### config.mk
export PLATFORM = sky130hd
export DESIGN_NAME = mem_stage_lsu_flat
export DESIGN_NICKNAME = d
export VERILOG_FILES = /design/src/rtl/mem_stage_lsu_if.sv /design/src/rtl/mem_stage_lsu.sv /design/src/flat_wrapper.sv
export SDC_FILE = /design/constraint.sdc
export NUM_CORES = 1
export LEC_CHECK = 0
export ABC_AREA = 0
export CAP_MARGIN = 20
export CORE_ASPECT_RATIO = 0.75
export CORE_MARGIN = 5
export CORE_UTILIZATION = 30
export DETAILED_ROUTE_END_ITERATION = 6
export PLACE_DENSITY_LB_ADDON = 0.2
export SLEW_MARGIN = 0
export SYNTH_ARGS = -nofsm -noshare
export SYNTH_HDL_FRONTEND = slang
export SYNTH_SLANG_ARGS = --single-unit
### constraint.sdc
create_clock -name clk -period 4.15 [get_ports clk]
set_clock_uncertainty 0.05 [all_clocks]
set_input_delay 0.83 -clock clk [delete_from_list [all_inputs] [get_ports clk]]
set_output_delay 0.83 -clock clk [all_outputs]
set_load 0.03 [all_outputs]
### src/rtl/mem_stage_lsu_if.sv
// Data-memory bus between the MEM-stage LSU (master) and the data memory (slave).
interface mem_stage_lsu_if;
  logic        dmem_req;
  logic        dmem_we;
  logic [31:0] dmem_addr;
  logic [3:0]  dmem_be;
  logic [31:0] dmem_wdata;
  logic        dmem_gnt;
  logic        dmem_rvalid;
  logic [31:0] dmem_rdata;

  modport master (
    output dmem_req, dmem_we, dmem_addr, dmem_be, dmem_wdata,
    input  dmem_gnt, dmem_rvalid, dmem_rdata
  );

  modport slave (
    input  dmem_req, dmem_we, dmem_addr, dmem_be, dmem_wdata,
    output dmem_gnt, dmem_rvalid, dmem_rdata
  );
endinterface

### src/rtl/mem_stage_lsu.sv
// MEM-stage load/store unit: issues one req/gnt/rvalid bus access per op, stalls the
// pipeline until it completes, and aligns/extends load data.
module mem_stage_lsu #(
  parameter int TIMEOUT_CYCLES = 16
) (
  input  logic                   clk,
  input  logic                   reset,
  input  logic [31:0]            ALUResult_M,
  input  logic [31:0]            writeData_M,
  input  logic [31:0]            instruction_M,
  input  logic                   memWrite_M,
  input  logic [1:0]             resultSrc_M,
  mem_stage_lsu_if.master        dmem,
  output logic [31:0]            load_data_M,
  output logic                   stall_M,
  output logic                   misaligned_M,
  output logic                   bus_err_M
);

  localparam int CNT_W = $clog2(TIMEOUT_CYCLES + 1);

  typedef enum logic [1:0] {S_IDLE, S_REQ, S_WAIT_R, S_DONE} state_t;

  state_t           r_state, w_next;
  logic [CNT_W-1:0] r_cnt;
  logic             r_req, r_we, r_err;
  logic [31:0]      r_addr, r_wdata, r_ld;
  logic [3:0]       r_be;
  logic [1:0]       r_off;
  logic [2:0]       r_f3;

  logic [2:0]  w_f3;
  logic [1:0]  w_off;
  logic        w_store, w_op, w_size_b, w_size_h, w_size_w, w_aligned;
  logic [3:0]  w_be;
  logic [31:0] w_wdata;
  logic        w_start, w_grant, w_rdone, w_timeout, w_expire;
  logic        w_unused_instr;

  function automatic logic [31:0] f_extend(input logic [31:0] rdata,
                                           input logic [1:0]  off,
                                           input logic [2:0]  f3);
    logic [31:0] lane;
    lane = rdata >> {off, 3'b000};
    case (f3)
      3'b000:  f_extend = {{24{lane[7]}}, lane[7:0]};
      3'b100:  f_extend = {24'd0, lane[7:0]};
      3'b001:  f_extend = {{16{lane[15]}}, lane[15:0]};
      3'b101:  f_extend = {16'd0, lane[15:0]};
      default: f_extend = lane;
    endcase
  endfunction

  assign w_unused_instr = ^{instruction_M[31:15], instruction_M[11:0]};

  assign w_f3     = instruction_M[14:12];
  assign w_off    = ALUResult_M[1:0];
  assign w_store  = memWrite_M;
  assign w_op     = memWrite_M | (resultSrc_M == 2'b01);
  assign w_size_b = (w_f3 == 3'b000) || (w_f3 == 3'b100);
  assign w_size_h = (w_f3 == 3'b001) || (w_f3 == 3'b101);
  assign w_size_w = !w_size_b && !w_size_h;
  assign w_aligned = w_size_w ? (w_off == 2'b00) : (w_size_h ? !w_off[0] : 1'b1);

  always_comb begin
    w_be    = 4'b1111;
    w_wdata = writeData_M;
    if (w_size_b) begin
      w_wdata = {4{writeData_M[7:0]}};
      if (w_store) w_be = 4'b0001 << w_off;
    end else if (w_size_h) begin
      w_wdata = {2{writeData_M[15:0]}};
      if (w_store) w_be = w_off[1] ? 4'b1100 : 4'b0011;
    end
  end

  assign w_expire = (r_cnt == CNT_W'(TIMEOUT_CYCLES - 1));

  always_comb begin
    w_next    = r_state;
    w_start   = 1'b0;
    w_grant   = 1'b0;
    w_rdone   = 1'b0;
    w_timeout = 1'b0;
    case (r_state)
      S_IDLE: begin
        if (w_op && w_aligned) begin
          w_next  = S_REQ;
          w_start = 1'b1;
        end
      end
      S_REQ: begin
        if (dmem.dmem_gnt) begin
          w_grant = 1'b1;
          w_next  = r_we ? S_DONE : S_WAIT_R;
        end else if (w_expire) begin
          w_timeout = 1'b1;
          w_next    = S_DONE;
        end
      end
      S_WAIT_R: begin
        if (dmem.dmem_rvalid) begin
          w_rdone = 1'b1;
          w_next  = S_DONE;
        end else if (w_expire) begin
          w_timeout = 1'b1;
          w_next    = S_DONE;
        end
      end
      default: w_next = S_IDLE;
    endcase
  end

  always_ff @(posedge clk) begin
    if (!reset) r_state <= S_IDLE;
    else        r_state <= w_next;
  end

  // Timeout counter: restarts when the request is issued and again when it is granted.
  always_ff @(posedge clk) begin
    if (!reset) begin
      r_cnt <= '0;
    end else if (w_start || w_grant) begin
      r_cnt <= '0;
    end else if (r_state == S_REQ || r_state == S_WAIT_R) begin
      r_cnt <= r_cnt + CNT_W'(1);
    end
  end

  always_ff @(posedge clk) begin
    if (!reset) begin
      r_req   <= 1'b0;
      r_we    <= 1'b0;
      r_addr  <= '0;
      r_be    <= '0;
      r_wdata <= '0;
      r_off   <= '0;
      r_f3    <= '0;
      r_ld    <= '0;
      r_err   <= 1'b0;
    end else begin
      r_err <= w_timeout;
      if (w_start) begin
        r_req   <= 1'b1;
        r_we    <= w_store;
        r_addr  <= {ALUResult_M[31:2], 2'b00};
        r_be    <= w_be;
        r_wdata <= w_wdata;
        r_off   <= w_off;
        r_f3    <= w_f3;
      end else if (w_grant || w_timeout) begin
        r_req <= 1'b0;
      end
      if (w_rdone)        r_ld <= f_extend(dmem.dmem_rdata, r_off, r_f3);
      else if (w_timeout) r_ld <= '0;
    end
  end

  assign dmem.dmem_req   = r_req;
  assign dmem.dmem_we    = r_we;
  assign dmem.dmem_addr  = r_addr;
  assign dmem.dmem_be    = r_be;
  assign dmem.dmem_wdata = r_wdata;

  assign load_data_M  = r_ld;
  assign bus_err_M    = r_err;
  // Combinational flags are masked while reset is asserted so every output reads 0.
  assign stall_M      = reset & w_op & w_aligned & (r_state != S_DONE);
  assign misaligned_M = reset & w_op & !w_aligned & (r_state == S_IDLE);

endmodule
### src/flat_wrapper.sv
// flat-port wrapper written by rule: the top's interface ports become plain ports
module mem_stage_lsu_flat 
#(
  parameter int TIMEOUT_CYCLES = 16
)
  (clk, reset, ALUResult_M, writeData_M, instruction_M, memWrite_M, resultSrc_M, load_data_M, stall_M, misaligned_M, bus_err_M, dmem_dmem_req, dmem_dmem_we, dmem_dmem_addr, dmem_dmem_be, dmem_dmem_wdata, dmem_dmem_gnt, dmem_dmem_rvalid, dmem_dmem_rdata);
  mem_stage_lsu_if dmem_i ();
  input  logic clk;
  input  logic reset;
  input  logic [31:0] ALUResult_M;
  input  logic [31:0] writeData_M;
  input  logic [31:0] instruction_M;
  input  logic memWrite_M;
  input  logic [1:0] resultSrc_M;
  output logic [31:0] load_data_M;
  output logic stall_M;
  output logic misaligned_M;
  output logic bus_err_M;
  output wire logic [$bits(dmem_i.dmem_req)-1:0] dmem_dmem_req;
  output wire logic [$bits(dmem_i.dmem_we)-1:0] dmem_dmem_we;
  output wire logic [$bits(dmem_i.dmem_addr)-1:0] dmem_dmem_addr;
  output wire logic [$bits(dmem_i.dmem_be)-1:0] dmem_dmem_be;
  output wire logic [$bits(dmem_i.dmem_wdata)-1:0] dmem_dmem_wdata;
  input wire logic [$bits(dmem_i.dmem_gnt)-1:0] dmem_dmem_gnt;
  input wire logic [$bits(dmem_i.dmem_rvalid)-1:0] dmem_dmem_rvalid;
  input wire logic [$bits(dmem_i.dmem_rdata)-1:0] dmem_dmem_rdata;
  assign dmem_dmem_req = dmem_i.dmem_req;
  assign dmem_dmem_we = dmem_i.dmem_we;
  assign dmem_dmem_addr = dmem_i.dmem_addr;
  assign dmem_dmem_be = dmem_i.dmem_be;
  assign dmem_dmem_wdata = dmem_i.dmem_wdata;
  assign dmem_i.dmem_gnt = dmem_dmem_gnt;
  assign dmem_i.dmem_rvalid = dmem_dmem_rvalid;
  assign dmem_i.dmem_rdata = dmem_dmem_rdata;
  mem_stage_lsu #(.TIMEOUT_CYCLES(TIMEOUT_CYCLES)) u_core (.clk(clk), .reset(reset), .ALUResult_M(ALUResult_M), .writeData_M(writeData_M), .instruction_M(instruction_M), .memWrite_M(memWrite_M), .resultSrc_M(resultSrc_M), .dmem(dmem_i), .load_data_M(load_data_M), .stall_M(stall_M), .misaligned_M(misaligned_M), .bus_err_M(bus_err_M));
endmodule
==> impl_metrics.csv <==
group,metric,value,unit
outcome,outcome,"finished clean",
worst_setup_path,critPathTopFamily,"buffers and inverters",
pwr,power.internal,0.00282,W
worst_setup_path,r2r-start,"u_core.r_off[1]",
clocking,insertion_delay,0.41,ns
logic_synthesis,synth_cells,597,
worst_setup_path,cp.arrival,2.33,ns
worst_setup_path,crit_start,"instruction_M[13]",
placed_design,place_congestion,0.822,
drt,viasPerCell,5.16,
placed_design,dp_hpwl,13.2,mm
logic_synthesis,yosysWarnings,0,
pwr,p_comb_frac,0.329,
final_layout,nets,913,
min_path,min-delay-start,"u_core.dmem.dmem_req",
clocking,clockBufferDepth,2,
floorplan,std_cell_rows,42,
logic_synthesis,async_flop_share,0,
placed_design,io_buffers,208,
global_routing,grt_max_degree,105,
drt,wirelength,18.6,mm
logic_synthesis,synth_compound_area_frac,0.260,
drt,final_antenna_net_count,0,
pwr,p_switching,0.00151,W
logic_synthesis,synth_fa_ha_area_frac,0.0164,
pwr,power_frac_clock,0.361,
floorplan,core_area,0.0176,mm²
drt,vias,5292,
pwr,pwr_density_cell,531,mW/mm²
final_layout,fill_cells,1698,
worst_setup_path,r2r-end,"u_core.load_data_M[18]",
pwr,p_seq_frac,0.311,
floorplan,pin_count,240,
worst_setup_path,required,3.27,ns
logic_synthesis,synth_cell_types,51,
final_layout,regArea,0.00226,mm²
clocking,clk_pin_slew,0.05,ns
sta,tns,0,ns
logic_synthesis,synthTopCellsByArea,"dfxtp_1 42%, a21oi_1 7.6%, o21ai_0 7.0%, mux2i_1 6.2%, nand3_1 5.1%",
clocking,clockRootBuffer,"clkbuf_16",
clocking,cts_htree_levels,4,
logic_synthesis,yosys-top-cells-count,"113 x dfxtp_1, 81 x a21oi_1, 75 x o21ai_0, 54 x nand3_1, 33 x mux2i_1",
sta,rsz0062_at_grt,"false",
final_layout,instances_no_fill,1026,
sta,hold_viol,0,
worst_setup_path,cp-end-kind,"output port",
worst_setup_path,cp-start-kind,"primary input",
pwr,p_sw_frac,0.349,
worst_setup_path,reg2reg_depth,3,
logic_synthesis,synth_xor_area_frac,0.00493,
sta,slew_violations,0,
logic_synthesis,syn-mean-instance-area,8.93,µm²
logic_synthesis,synth_top_area_share,0.424,
global_routing,grt_pass1_wl,29.4,mm
logic_synthesis,synth-seq-cells,113,
worst_setup_path,slowest_delay,0.53,ns
worst_setup_path,path_cells,"clkdlybuf4s50_1 > nor2_4 > o22ai_4 > nor2_1 > buf_12",
drt,drt-initial-drc-count,406,
worst_setup_path,crit_path_max_fanout,11,
logic_synthesis,synth-edff-count,0,
clocking,cts_hold_buf,0,
floorplan,die_area,0.0206,mm²
final_layout,drive_above_1_share,0.0957,
logic_synthesis,ys.flop_type,"dfxtp_1",
final_layout,multiInputGateArea,0.00274,mm²
floorplan,die_x,164,µm
global_routing,grt-ovfl-total,0,
logic_synthesis,ys_seq_area_frac,0.424,
placed_design,numPlacedInstances,993,
clocking,cts_buffers,17,
logic_synthesis,yosysMostFrequentCell,"dfxtp_1",
logic_synthesis,yosys.area_share.simple,0.116,
worst_setup_path,crit_type,"in2out",
pwr,finalPower,0.00434,W
sta,tightest_slew,0.898,ns
pwr,leakage,2.81,nW
drt,drc,0,
placed_design,place_ws,0.947,ns
sta,timing.fmax,0.312,GHz
floorplan,start_util,0.304,
sta,final-setup-viol-count,0,
min_path,worst_hold_path.endpoint,"u_core.dmem.dmem_req",
clocking,cts_tree,"yes",
sta,finalCriticalPeriod,3.21,ns
logic_synthesis,synth_top_family_by_area,"compound AO/OA/AOI/OAI gates",
final_layout,antennaDiodeCount,0,
clocking,cts_resized,0,
worst_setup_path,path_buf_inv,2,
global_routing,track_usage,0.180,
min_path,whs_path_depth,2,
sta,fin_ws,0.941,ns
logic_synthesis,mappedNetlistArea,0.00533,mm²
sta,post-route-period-util,0.773,
worst_setup_path,rrSetupSlack,1.54,ns
worst_setup_path,cp_slowest_cell,"clkdlybuf4s50_1",
min_path,hold_path.class,"reg2reg",
global_routing,grt_pass1_vias,5301,
global_routing,grt_antenna_before_repair,0,
sta,slew_headroom,0.401,
drt,routedWlPerCell,18.1,µm
final_layout,area_delta_synth_final,53.0,%
logic_synthesis,yosysTopAreaCell,"dfxtp_1",
drt,dr.pass1.iters,5,
clocking,cts_sinks,113,
run,drv_cap,0,
floorplan,chipHeight,125,µm
pwr,ir_drop,268,µV
clocking,postCtsSetupBuffers,0,
logic_synthesis,synthMuxAreaShare,0.113,
sequential cells by signal, summed over array words and instances, names as in the netlist:
register and count:
u_core.dmem.dmem_wdata 32, u_core.r_state 2, u_core.dmem.dmem_we 1, u_core.r_cnt 5, u_core.r_f3 3, u_core.bus_err_M 1, u_core.dmem.dmem_be 4, u_core.r_off 2
u_core.dmem.dmem_req 1, u_core.load_data_M 32, u_core.dmem.dmem_addr 30
worst min-delay path, stage by stage (launching register included):
cell     delay, ns
dfxtp_1       0.30
nand3_1       0.06
a21oi_1       0.06
layout make-up:
type | count | share of cell area
clock buffer | 19 | 0.0543
clock inverter | 13 | 0.0228
inverter | 5 | 0.00245
multi-input combinational | 415 | 0.336
sequential | 113 | 0.277
tap | 242 | 0.0371
timing repair buffer | 219 | 0.270
routing by layer:
layer / vias up / global-route usage / routed length (µm)
met3: 29 / 0.0697 / 1600
met4: 0 / 0.0602 / 403
met1: 2534 / 0.237 / 8130
met5: - / 0 / 0
met2: 171 / 0.272 / 8470
li1: 2558 / - / -
through the flow:
| stage | util | cell area, µm² | hold WS, ns |
|---|---|---|---|
| after floorplan | - | 5340 | 0.421 |
| after global placement | 0.428 | 7500 | 0.411 |
| after detailed placement | 0.428 | 7500 | 0.417 |
| after CTS | 0.463 | 8130 | 0.426 |
| after global routing | 0.465 | 8160 | 0.443 |
| final | 0.465 | 8160 | 0.421 |
worst max path at each step:
stage / slack, ns / end / cells after the start
after CTS: 0.95 / stall_M / 5
after floorplan: 1.14 / misaligned_M / 4
after detailed placement: 0.95 / stall_M / 5
final: 0.94 / stall_M / 5
after global routing: 0.90 / stall_M / 5
after global placement: 0.94 / stall_M / 5
cell families (layout without fill, tap and decap cells):
kind of cell	after synthesis	in the layout
simple gates	118	118
flops	113	113
buf+inv	70	256
compound gates	236	236
other cells	1	2
fa+ha+maj	7	7
mux	49	49
xor+xnor	3	3
layout by cell type (no fill, tap or decap), drive strengths merged, types with 8 or more instances in the layout:
cell           synthesis  layout
dfxtp                113     113
mux2                   8       8
buf                   34      13
nand2                 14      14
clkdlybuf4s50          0     206
nor2                  17      17
a22oi                 23      23
o21ai                 87      87
nand3b                 8       8
clkbuf                31      19
nand3                 54      54
a211oi                25      25
mux4                   8       8
a21oi                 82      82
mux2i                 33      33
power by group through the flow:
stage,logic [W],registers (W),clock network [W]
2_1_floorplan,0.000632,0.00160,0
3_3_place_gp,0.00140,0.00136,0
3_5_place_dp,0.00143,0.00137,0
4_1_cts,0.00143,0.00135,0.00159
5_1_grt,0.00154,0.00137,0.00164
6_report,0.00143,0.00135,0.00156
Power figures use the tool's default switching activity.
